==> src/rtl/sram_arb_pkg.sv <==
// Shared types and default widths for the two-master SRAM arbiter.
package sram_arb_pkg;
  localparam int SRAM_ADDR_W      = 20;
  localparam int SRAM_DATA_W      = 16;
  localparam int SRAM_MAX_PENDING = 4;

  typedef enum logic {M0 = 1'b0, M1 = 1'b1} master_id_t;

  typedef struct packed {
    logic [SRAM_ADDR_W-1:0] address;
    logic [1:0]             byteenable;
    logic                   read;
    logic                   write;
    logic [SRAM_DATA_W-1:0] writedata;
  } sram_cmd_t;
endpackage

==> src/rtl/sram_arbiter_if.sv <==
// Bus bundle between two Avalon-MM style masters, the arbiter and the SRAM controller.
interface sram_arbiter_if #(parameter int ADDR_W = 20, parameter int DATA_W = 16);
  logic [ADDR_W-1:0] m0_address,    m1_address;
  logic [1:0]        m0_byteenable, m1_byteenable;
  logic              m0_read,       m1_read;
  logic              m0_write,      m1_write;
  logic [DATA_W-1:0] m0_writedata,  m1_writedata;
  logic              m0_waitrequest, m1_waitrequest;
  logic [DATA_W-1:0] m0_readdata,   m1_readdata;
  logic              m0_readdatavalid, m1_readdatavalid;
  logic [ADDR_W-1:0] s_address;
  logic [1:0]        s_byteenable;
  logic              s_read, s_write;
  logic [DATA_W-1:0] s_writedata;
  logic [DATA_W-1:0] s_readdata;
  logic              s_readdatavalid;

  modport slave (
    input  m0_address, m0_byteenable, m0_read, m0_write, m0_writedata,
    input  m1_address, m1_byteenable, m1_read, m1_write, m1_writedata,
    output m0_waitrequest, m0_readdata, m0_readdatavalid,
    output m1_waitrequest, m1_readdata, m1_readdatavalid,
    output s_address, s_byteenable, s_read, s_write, s_writedata,
    input  s_readdata, s_readdatavalid
  );

  modport master (
    output m0_address, m0_byteenable, m0_read, m0_write, m0_writedata,
    output m1_address, m1_byteenable, m1_read, m1_write, m1_writedata,
    input  m0_waitrequest, m0_readdata, m0_readdatavalid,
    input  m1_waitrequest, m1_readdata, m1_readdatavalid,
    input  s_address, s_byteenable, s_read, s_write, s_writedata,
    output s_readdata, s_readdatavalid
  );
endinterface

==> src/rtl/sram_arb_id_fifo.sv <==
// Tracks which master owns each outstanding read; one-bit entries, in-order pop.
module sram_arb_id_fifo
  import sram_arb_pkg::*;
#(
  parameter int MAX_PENDING = 4
) (
  input  logic       clk,
  input  logic       reset_n,
  input  logic       push,
  input  master_id_t push_id,
  input  logic       pop,
  output master_id_t pop_id,
  output logic       full,
  output logic       empty
);
  localparam int PW = $clog2(MAX_PENDING);

  master_id_t     mem [MAX_PENDING];
  logic [PW:0]    wr_ptr, rd_ptr;

  // Extra pointer MSB separates full from empty; pointers wrap by overflow.
  assign empty  = (wr_ptr == rd_ptr);
  assign full   = (wr_ptr[PW] != rd_ptr[PW]) && (wr_ptr[PW-1:0] == rd_ptr[PW-1:0]);
  assign pop_id = mem[rd_ptr[PW-1:0]];

  always_ff @(posedge clk or negedge reset_n) begin
    if (!reset_n) begin
      wr_ptr <= '0;
      rd_ptr <= '0;
    end else begin
      if (push && !full) wr_ptr <= wr_ptr + 1'b1;
      if (pop && !empty) rd_ptr <= rd_ptr + 1'b1;
    end
  end

  always_ff @(posedge clk) begin
    if (push && !full) mem[wr_ptr[PW-1:0]] <= push_id;
  end
endmodule

==> src/rtl/sram_arbiter.sv <==
// Two-master arbiter in front of the SRAM controller with in-order read return steering.
// Define SRAM_ARB_FIXED_PRIORITY_EN for fixed m0-first priority instead of round-robin.
module sram_arbiter
  import sram_arb_pkg::*;
#(
  parameter int ADDR_W      = SRAM_ADDR_W,
  parameter int DATA_W      = SRAM_DATA_W,
  parameter int MAX_PENDING = SRAM_MAX_PENDING
) (
  input  logic          clk,
  input  logic          reset_n,
  sram_arbiter_if.slave bus,
  output logic          rd_err
);
  sram_cmd_t [1:0]          cmd;
  sram_cmd_t                s_cmd;
  logic [1:0]               req, rd_only, elig, gnt;
  master_id_t               gnt_id, pop_id;
  logic                     full, empty, push, pop;
  logic [1:0]               rdv;
  logic [1:0][DATA_W-1:0]   rdata;

  // read+write together is a write
  always_comb begin
    cmd[0].address    = bus.m0_address;
    cmd[0].byteenable = bus.m0_byteenable;
    cmd[0].read       = bus.m0_read & ~bus.m0_write;
    cmd[0].write      = bus.m0_write;
    cmd[0].writedata  = bus.m0_writedata;
    cmd[1].address    = bus.m1_address;
    cmd[1].byteenable = bus.m1_byteenable;
    cmd[1].read       = bus.m1_read & ~bus.m1_write;
    cmd[1].write      = bus.m1_write;
    cmd[1].writedata  = bus.m1_writedata;
  end

  assign req     = {bus.m1_read | bus.m1_write, bus.m0_read | bus.m0_write};
  assign rd_only = {cmd[1].read, cmd[0].read};
  assign elig    = req & ~(rd_only & {2{full}});
  assign gnt_id  = gnt[1] ? M1 : M0;

`ifdef SRAM_ARB_FIXED_PRIORITY_EN
  always_comb begin
    gnt = '0;
    if (elig[0])      gnt = 2'b01;
    else if (elig[1]) gnt = 2'b10;
    if (!reset_n) gnt = '0;
  end
`else
  master_id_t last;

  always_ff @(posedge clk or negedge reset_n) begin
    if (!reset_n)  last <= M1;
    else if (|gnt) last <= gnt_id;
  end

  always_comb begin
    gnt = elig;
    if (&elig) gnt = (last == M0) ? 2'b10 : 2'b01;
    if (!reset_n) gnt = '0;
  end
`endif

  assign bus.m0_waitrequest = ~gnt[0];
  assign bus.m1_waitrequest = ~gnt[1];

  assign push = |(gnt & rd_only);
  assign pop  = bus.s_readdatavalid & ~empty;

  sram_arb_id_fifo #(.MAX_PENDING(MAX_PENDING)) u_id_fifo (
    .clk     (clk),
    .reset_n (reset_n),
    .push    (push),
    .push_id (gnt_id),
    .pop     (pop),
    .pop_id  (pop_id),
    .full    (full),
    .empty   (empty)
  );

  always_ff @(posedge clk or negedge reset_n) begin
    if (!reset_n) begin
      s_cmd  <= '0;
      rdv    <= '0;
      rdata  <= '0;
      rd_err <= 1'b0;
    end else begin
      s_cmd  <= (|gnt) ? cmd[gnt_id] : '0;
      rdv    <= pop ? ((pop_id == M1) ? 2'b10 : 2'b01) : 2'b00;
      if (pop) rdata[pop_id] <= bus.s_readdata;
      // a response with nothing outstanding is dropped and flagged until reset
      rd_err <= rd_err | (bus.s_readdatavalid & empty);
    end
  end

  assign bus.s_address        = s_cmd.address;
  assign bus.s_byteenable     = s_cmd.byteenable;
  assign bus.s_read           = s_cmd.read;
  assign bus.s_write          = s_cmd.write;
  assign bus.s_writedata      = s_cmd.writedata;
  assign bus.m0_readdatavalid = rdv[0];
  assign bus.m1_readdatavalid = rdv[1];
  assign bus.m0_readdata      = rdata[0];
  assign bus.m1_readdata      = rdata[1];
endmodule

==> src/flat_wrapper.sv <==
// flat-port wrapper written by rule: the top's interface ports become plain ports
module sram_arbiter_flat import sram_arb_pkg::*;
#(
  parameter int ADDR_W      = SRAM_ADDR_W,
  parameter int DATA_W      = SRAM_DATA_W,
  parameter int MAX_PENDING = SRAM_MAX_PENDING
)
  (clk, reset_n, rd_err, bus_m0_address, bus_m0_byteenable, bus_m0_read, bus_m0_write, bus_m0_writedata, bus_m1_address, bus_m1_byteenable, bus_m1_read, bus_m1_write, bus_m1_writedata, bus_m0_waitrequest, bus_m0_readdata, bus_m0_readdatavalid, bus_m1_waitrequest, bus_m1_readdata, bus_m1_readdatavalid, bus_s_address, bus_s_byteenable, bus_s_read, bus_s_write, bus_s_writedata, bus_s_readdata, bus_s_readdatavalid);
  sram_arbiter_if #(.ADDR_W(ADDR_W), .DATA_W(DATA_W)) bus_i ();
  input  logic clk;
  input  logic reset_n;
  output logic rd_err;
  input wire logic [$bits(bus_i.m0_address)-1:0] bus_m0_address;
  input wire logic [$bits(bus_i.m0_byteenable)-1:0] bus_m0_byteenable;
  input wire logic [$bits(bus_i.m0_read)-1:0] bus_m0_read;
  input wire logic [$bits(bus_i.m0_write)-1:0] bus_m0_write;
  input wire logic [$bits(bus_i.m0_writedata)-1:0] bus_m0_writedata;
  input wire logic [$bits(bus_i.m1_address)-1:0] bus_m1_address;
  input wire logic [$bits(bus_i.m1_byteenable)-1:0] bus_m1_byteenable;
  input wire logic [$bits(bus_i.m1_read)-1:0] bus_m1_read;
  input wire logic [$bits(bus_i.m1_write)-1:0] bus_m1_write;
  input wire logic [$bits(bus_i.m1_writedata)-1:0] bus_m1_writedata;
  output wire logic [$bits(bus_i.m0_waitrequest)-1:0] bus_m0_waitrequest;
  output wire logic [$bits(bus_i.m0_readdata)-1:0] bus_m0_readdata;
  output wire logic [$bits(bus_i.m0_readdatavalid)-1:0] bus_m0_readdatavalid;
  output wire logic [$bits(bus_i.m1_waitrequest)-1:0] bus_m1_waitrequest;
  output wire logic [$bits(bus_i.m1_readdata)-1:0] bus_m1_readdata;
  output wire logic [$bits(bus_i.m1_readdatavalid)-1:0] bus_m1_readdatavalid;
  output wire logic [$bits(bus_i.s_address)-1:0] bus_s_address;
  output wire logic [$bits(bus_i.s_byteenable)-1:0] bus_s_byteenable;
  output wire logic [$bits(bus_i.s_read)-1:0] bus_s_read;
  output wire logic [$bits(bus_i.s_write)-1:0] bus_s_write;
  output wire logic [$bits(bus_i.s_writedata)-1:0] bus_s_writedata;
  input wire logic [$bits(bus_i.s_readdata)-1:0] bus_s_readdata;
  input wire logic [$bits(bus_i.s_readdatavalid)-1:0] bus_s_readdatavalid;
  assign bus_i.m0_address = bus_m0_address;
  assign bus_i.m0_byteenable = bus_m0_byteenable;
  assign bus_i.m0_read = bus_m0_read;
  assign bus_i.m0_write = bus_m0_write;
  assign bus_i.m0_writedata = bus_m0_writedata;
  assign bus_i.m1_address = bus_m1_address;
  assign bus_i.m1_byteenable = bus_m1_byteenable;
  assign bus_i.m1_read = bus_m1_read;
  assign bus_i.m1_write = bus_m1_write;
  assign bus_i.m1_writedata = bus_m1_writedata;
  assign bus_m0_waitrequest = bus_i.m0_waitrequest;
  assign bus_m0_readdata = bus_i.m0_readdata;
  assign bus_m0_readdatavalid = bus_i.m0_readdatavalid;
  assign bus_m1_waitrequest = bus_i.m1_waitrequest;
  assign bus_m1_readdata = bus_i.m1_readdata;
  assign bus_m1_readdatavalid = bus_i.m1_readdatavalid;
  assign bus_s_address = bus_i.s_address;
  assign bus_s_byteenable = bus_i.s_byteenable;
  assign bus_s_read = bus_i.s_read;
  assign bus_s_write = bus_i.s_write;
  assign bus_s_writedata = bus_i.s_writedata;
  assign bus_i.s_readdata = bus_s_readdata;
  assign bus_i.s_readdatavalid = bus_s_readdatavalid;
  sram_arbiter #(.ADDR_W(ADDR_W), .DATA_W(DATA_W), .MAX_PENDING(MAX_PENDING)) u_core (.clk(clk), .reset_n(reset_n), .bus(bus_i), .rd_err(rd_err));
endmodule
==> config.mk <==
export PLATFORM = sky130hd
export DESIGN_NAME = sram_arbiter_flat
export DESIGN_NICKNAME = d
export VERILOG_FILES = /design/src/rtl/sram_arb_pkg.sv /design/src/rtl/sram_arbiter_if.sv /design/src/rtl/sram_arb_id_fifo.sv /design/src/rtl/sram_arbiter.sv /design/src/flat_wrapper.sv
export SDC_FILE = /design/constraint.sdc
export NUM_CORES = 1
export LEC_CHECK = 0
export BUFFER_PORTS_ARGS = -buffer_cell sky130_fd_sc_hd__buf_2
export CAP_MARGIN = 30
export CORE_MARGIN = 2
export CORE_UTILIZATION = 35
export DETAILED_ROUTE_END_ITERATION = 8
export GPL_TIMING_DRIVEN = 0
export PLACE_DENSITY_LB_ADDON = 0.3
export SETUP_SLACK_MARGIN = 0.2
export SLEW_MARGIN = 0
export SYNTH_ARGS = -nofsm -noshare
export SYNTH_HDL_FRONTEND = slang
export SYNTH_HIERARCHICAL = 1
export SYNTH_SLANG_ARGS = --single-unit
==> constraint.sdc <==
create_clock -name clk -period 2.8 [get_ports clk]
set_input_delay 0.28 -clock clk [delete_from_list [all_inputs] [get_ports clk]]
set_output_delay 0.28 -clock clk [all_outputs]
set_load 0.03 [all_outputs]
==> run metrics <==
status complete, no violations; Max Freq between 300 and 400 MHz; Post-Place Worst Slack -0.111 ns; CP max stage delay 0.49 ns; Synth Flop Type dfrtp_1; Max Slew Vio Count 0; startpoint types flop; DRC 0; Setup TNS Final 0 ns; clock slew at reported path FFs 0.08 ns; Avg Inst Size Synth 11.5 um^2; Max-slew headroom 0.405; Post-synth EDFFs 4; Max Fanout on Critical Path 7; ys async rst share 0.953; core box area ~0.010 mm^2; worst-skew pair later-pin latency 0.35 ns; Layout area overhead 43.6%; Placed Cells 630; crit path DAT approximately 2.7 ns; WS Path Type flop to flop; final worst setup slack 0.155 ns; Power Density approximately 1100 mW/mm^2; CP endpoint kind flop; Final Hold Vio Count 0; initial antenna violation count 0; flop2flop setup slack 0.15 ns; syn_nets 422; Mapped Cells 318; Die H 106 um; hold endpoint u_core/bus.s_address[0]; leakage power 2.65 nW; min-delay src bus_m0_address[0]; WP data required 2.88 ns; pin count of the biggest net entering global routing 65; Hold Path Class input port to flop; RR Endpoint u_core/u_id_fifo/mem[3]; via count 3244; Post-Layout Cell Count 668; Nets 631; top cell type's share of synthesized area 0.552; Tmin final 2.65 ns; Root Buffer clkbuf_8; global-route wire length before repair 16000 um; Max stage delay cell, worst path dfrtp_2; mapped cell area ~0.0037 mm^2; DRT iter0 DRCs 85; GRT Residual Overflow 0; Setup Skew 0.00529 ns; die area 0.0113 mm^2; synth top area cells dfrtp_1, mux2_2, nand3_1, nand2_1, o21ai_1; worst r2r src u_core/u_id_fifo/rd_ptr[1]; worst path cell trace xor2_4, or3_4, inv_4, nor2b_4, o21a_1, and2_4, buf_8, inv_8, mux2i_4, o311a_4; Hold Path Depth 3; fraction of layout cells with a size suffix above 1 0.538; Yosys top cell by area dfrtp_1; IO Pins roughly 180; Clock Tree Buf Depth 2; vias in the first global route ~3300; Final setup viols 0; Worst Reg2Reg Path Length in Cells 10; MaxCap Viol Count 0; commonest cells in the netlist dfrtp_1, nand2_1, nand3_1, mux2_2, o21ai_1; Ys Warns 6; Initial Util 0.357; sequential fraction of the synthesis area 0.592; Row Count 37; Cell variety after synth 43; Routed wire per std cell 14.7 um; RSZ-0062 raised after global routing yes; Yosys reg bits 86; Num CTS Buffers 9; hpwl dp 7170 um; Final ANT Viol Nets 0; CTS H-tree depth 3; # port buffers 175; CTS tree built; TritonCTS Sinks 86; GPL Wtd Cong 0.803; GR Util All Layers 0.180; maximum vdd drop 0.000501 V; Fill cells 962; Ant. Diodes 0; Routed WL 9810 um; count leader, synth dfrtp_1; fin crit share 0.945; worst slew pin tran around 0.89 ns; Die W 106 um; Pre-antenna DRT Iters 4; Via density 4.86
-- worst max-delay path by stage --
stage / slack [ns] / from / endpoint / depth (start not counted)
after global routing: 0.09 / u_core/u_id_fifo/rd_ptr[1] / u_core/u_id_fifo/mem[3] / 10
after CTS: 0.21 / u_core/u_id_fifo/rd_ptr[0] / u_core/u_id_fifo/mem[3] / 10
after global placement: -0.61 / reset_n / u_core/u_id_fifo/mem[3] / 7
final: 0.15 / u_core/u_id_fifo/rd_ptr[1] / u_core/u_id_fifo/mem[3] / 10
after floorplan: 0.20 / u_core/u_id_fifo/wr_ptr[0] / u_core/u_id_fifo/mem[3] / 10
after detailed placement: -0.11 / u_core/u_id_fifo/wr_ptr[1] / u_core/u_id_fifo/mem[3] / 9
-- layer usage --
metal,up-vias,share of wire,global-route usage
met5,-,0,0
met4,0,0.013,0.0473
met3,14,0.10,0.0717
met2,166,0.48,0.304
met1,1543,0.40,0.214
li1,1521,-,-
-- flip-flops by register name, summed over array words and instances (netlist names) --
name / count
u_core/rd_err: 1
u_core/u_id_fifo/mem: 4
u_core/bus.s_read: 1
u_core/bus.m0_readdata: 16
u_core/bus.s_byteenable: 2
u_core/rdv: 2
u_core/bus.m1_readdata: 16
u_core/bus.s_write: 1
u_core/u_id_fifo/wr_ptr: 3
u_core/u_id_fifo/rd_ptr: 3
u_core/bus.s_writedata: 16
u_core/bus.s_address: 20
u_core/last: 1
-- worst max-delay path, delay by kind of cell (launching register included) --
family / cells / cell delay, ns
AOI/OAI and AO/OA: 2 / 0.46
xor gates and xnor gates: 1 / 0.22
buffers and inverters: 3 / 0.26
DFF: 1 / 0.49
muxes: 1 / 0.36
and+or+nand+nor: 3 / 0.58
-- cells by family (layout without fill, tap and decap cells) --
kind of cell             after synthesis  after routing  share of synthesized area
AND/OR/NAND/NOR                       96             96                      0.125
AO/OA/AOI/OAI                         61             61                     0.0957
adder cells (fa/ha/maj)                5              5                     0.0170
multiplexers                          35             35                      0.111
XOR/XNOR                               8              8                     0.0211
flip-flops                            86             86                      0.592
buffers and inverters                 27            241                     0.0388
-- stage by stage --
stage / total power (W) / hold WS [ns] / area (um^2) / utilization
final: 0.00587 / 0.144 / 5270 / 0.513
after detailed placement: 0.00458 / 0.189 / 4800 / 0.467
after global routing: 0.00622 / 0.137 / 5270 / 0.513
after CTS: 0.00571 / 0.132 / 5140 / 0.500
after global placement: 0.00450 / 0.439 / 4770 / 0.464
after floorplan: 0.00380 / -0.0156 / 3720 / -
-- power by group --
group / internal (W) / switching [W]
clock network: 0.000501 / 0.000440
registers: 0.00169 / 0.000225
logic: 0.00121 / 0.00181
-- cells in the final DEF, fill, tap and decap left out, drive strengths merged, types with 3 or more instances in the layout --
cell type	n
a211oi	3
a21oi	6
and3	3
buf	212
clkbuf	13
clkinv	3
dfrtp	81
edfxtp	4
ha	5
inv	8
mux2	32
nand2	42
nand3	38
nor2b	3
o21ai	41
o31ai	5
xnor2	4
xor2	4
-- area by class of cell --
class	instances	area [um^2]	share of cell area
multi-input combinational	205	1460	0.277
sequential	86	2180	0.414
tap	136	170	0.0323
timing repair buffer	198	1080	0.205
inverter	8	40.0	0.00759
buffer	19	123	0.0233
clock buffer	10	128	0.0242
clock inverter	6	86.3	0.0164
-- what timing repair did --
item                       CTS  global route
hold buffers                 2             0
setup buffers                8            12
setup endpoints to repair    8             8
hold endpoints to repair    21             0
resized for setup           13            10
pin swaps                    3             4
Power figures use the tool's default switching activity.
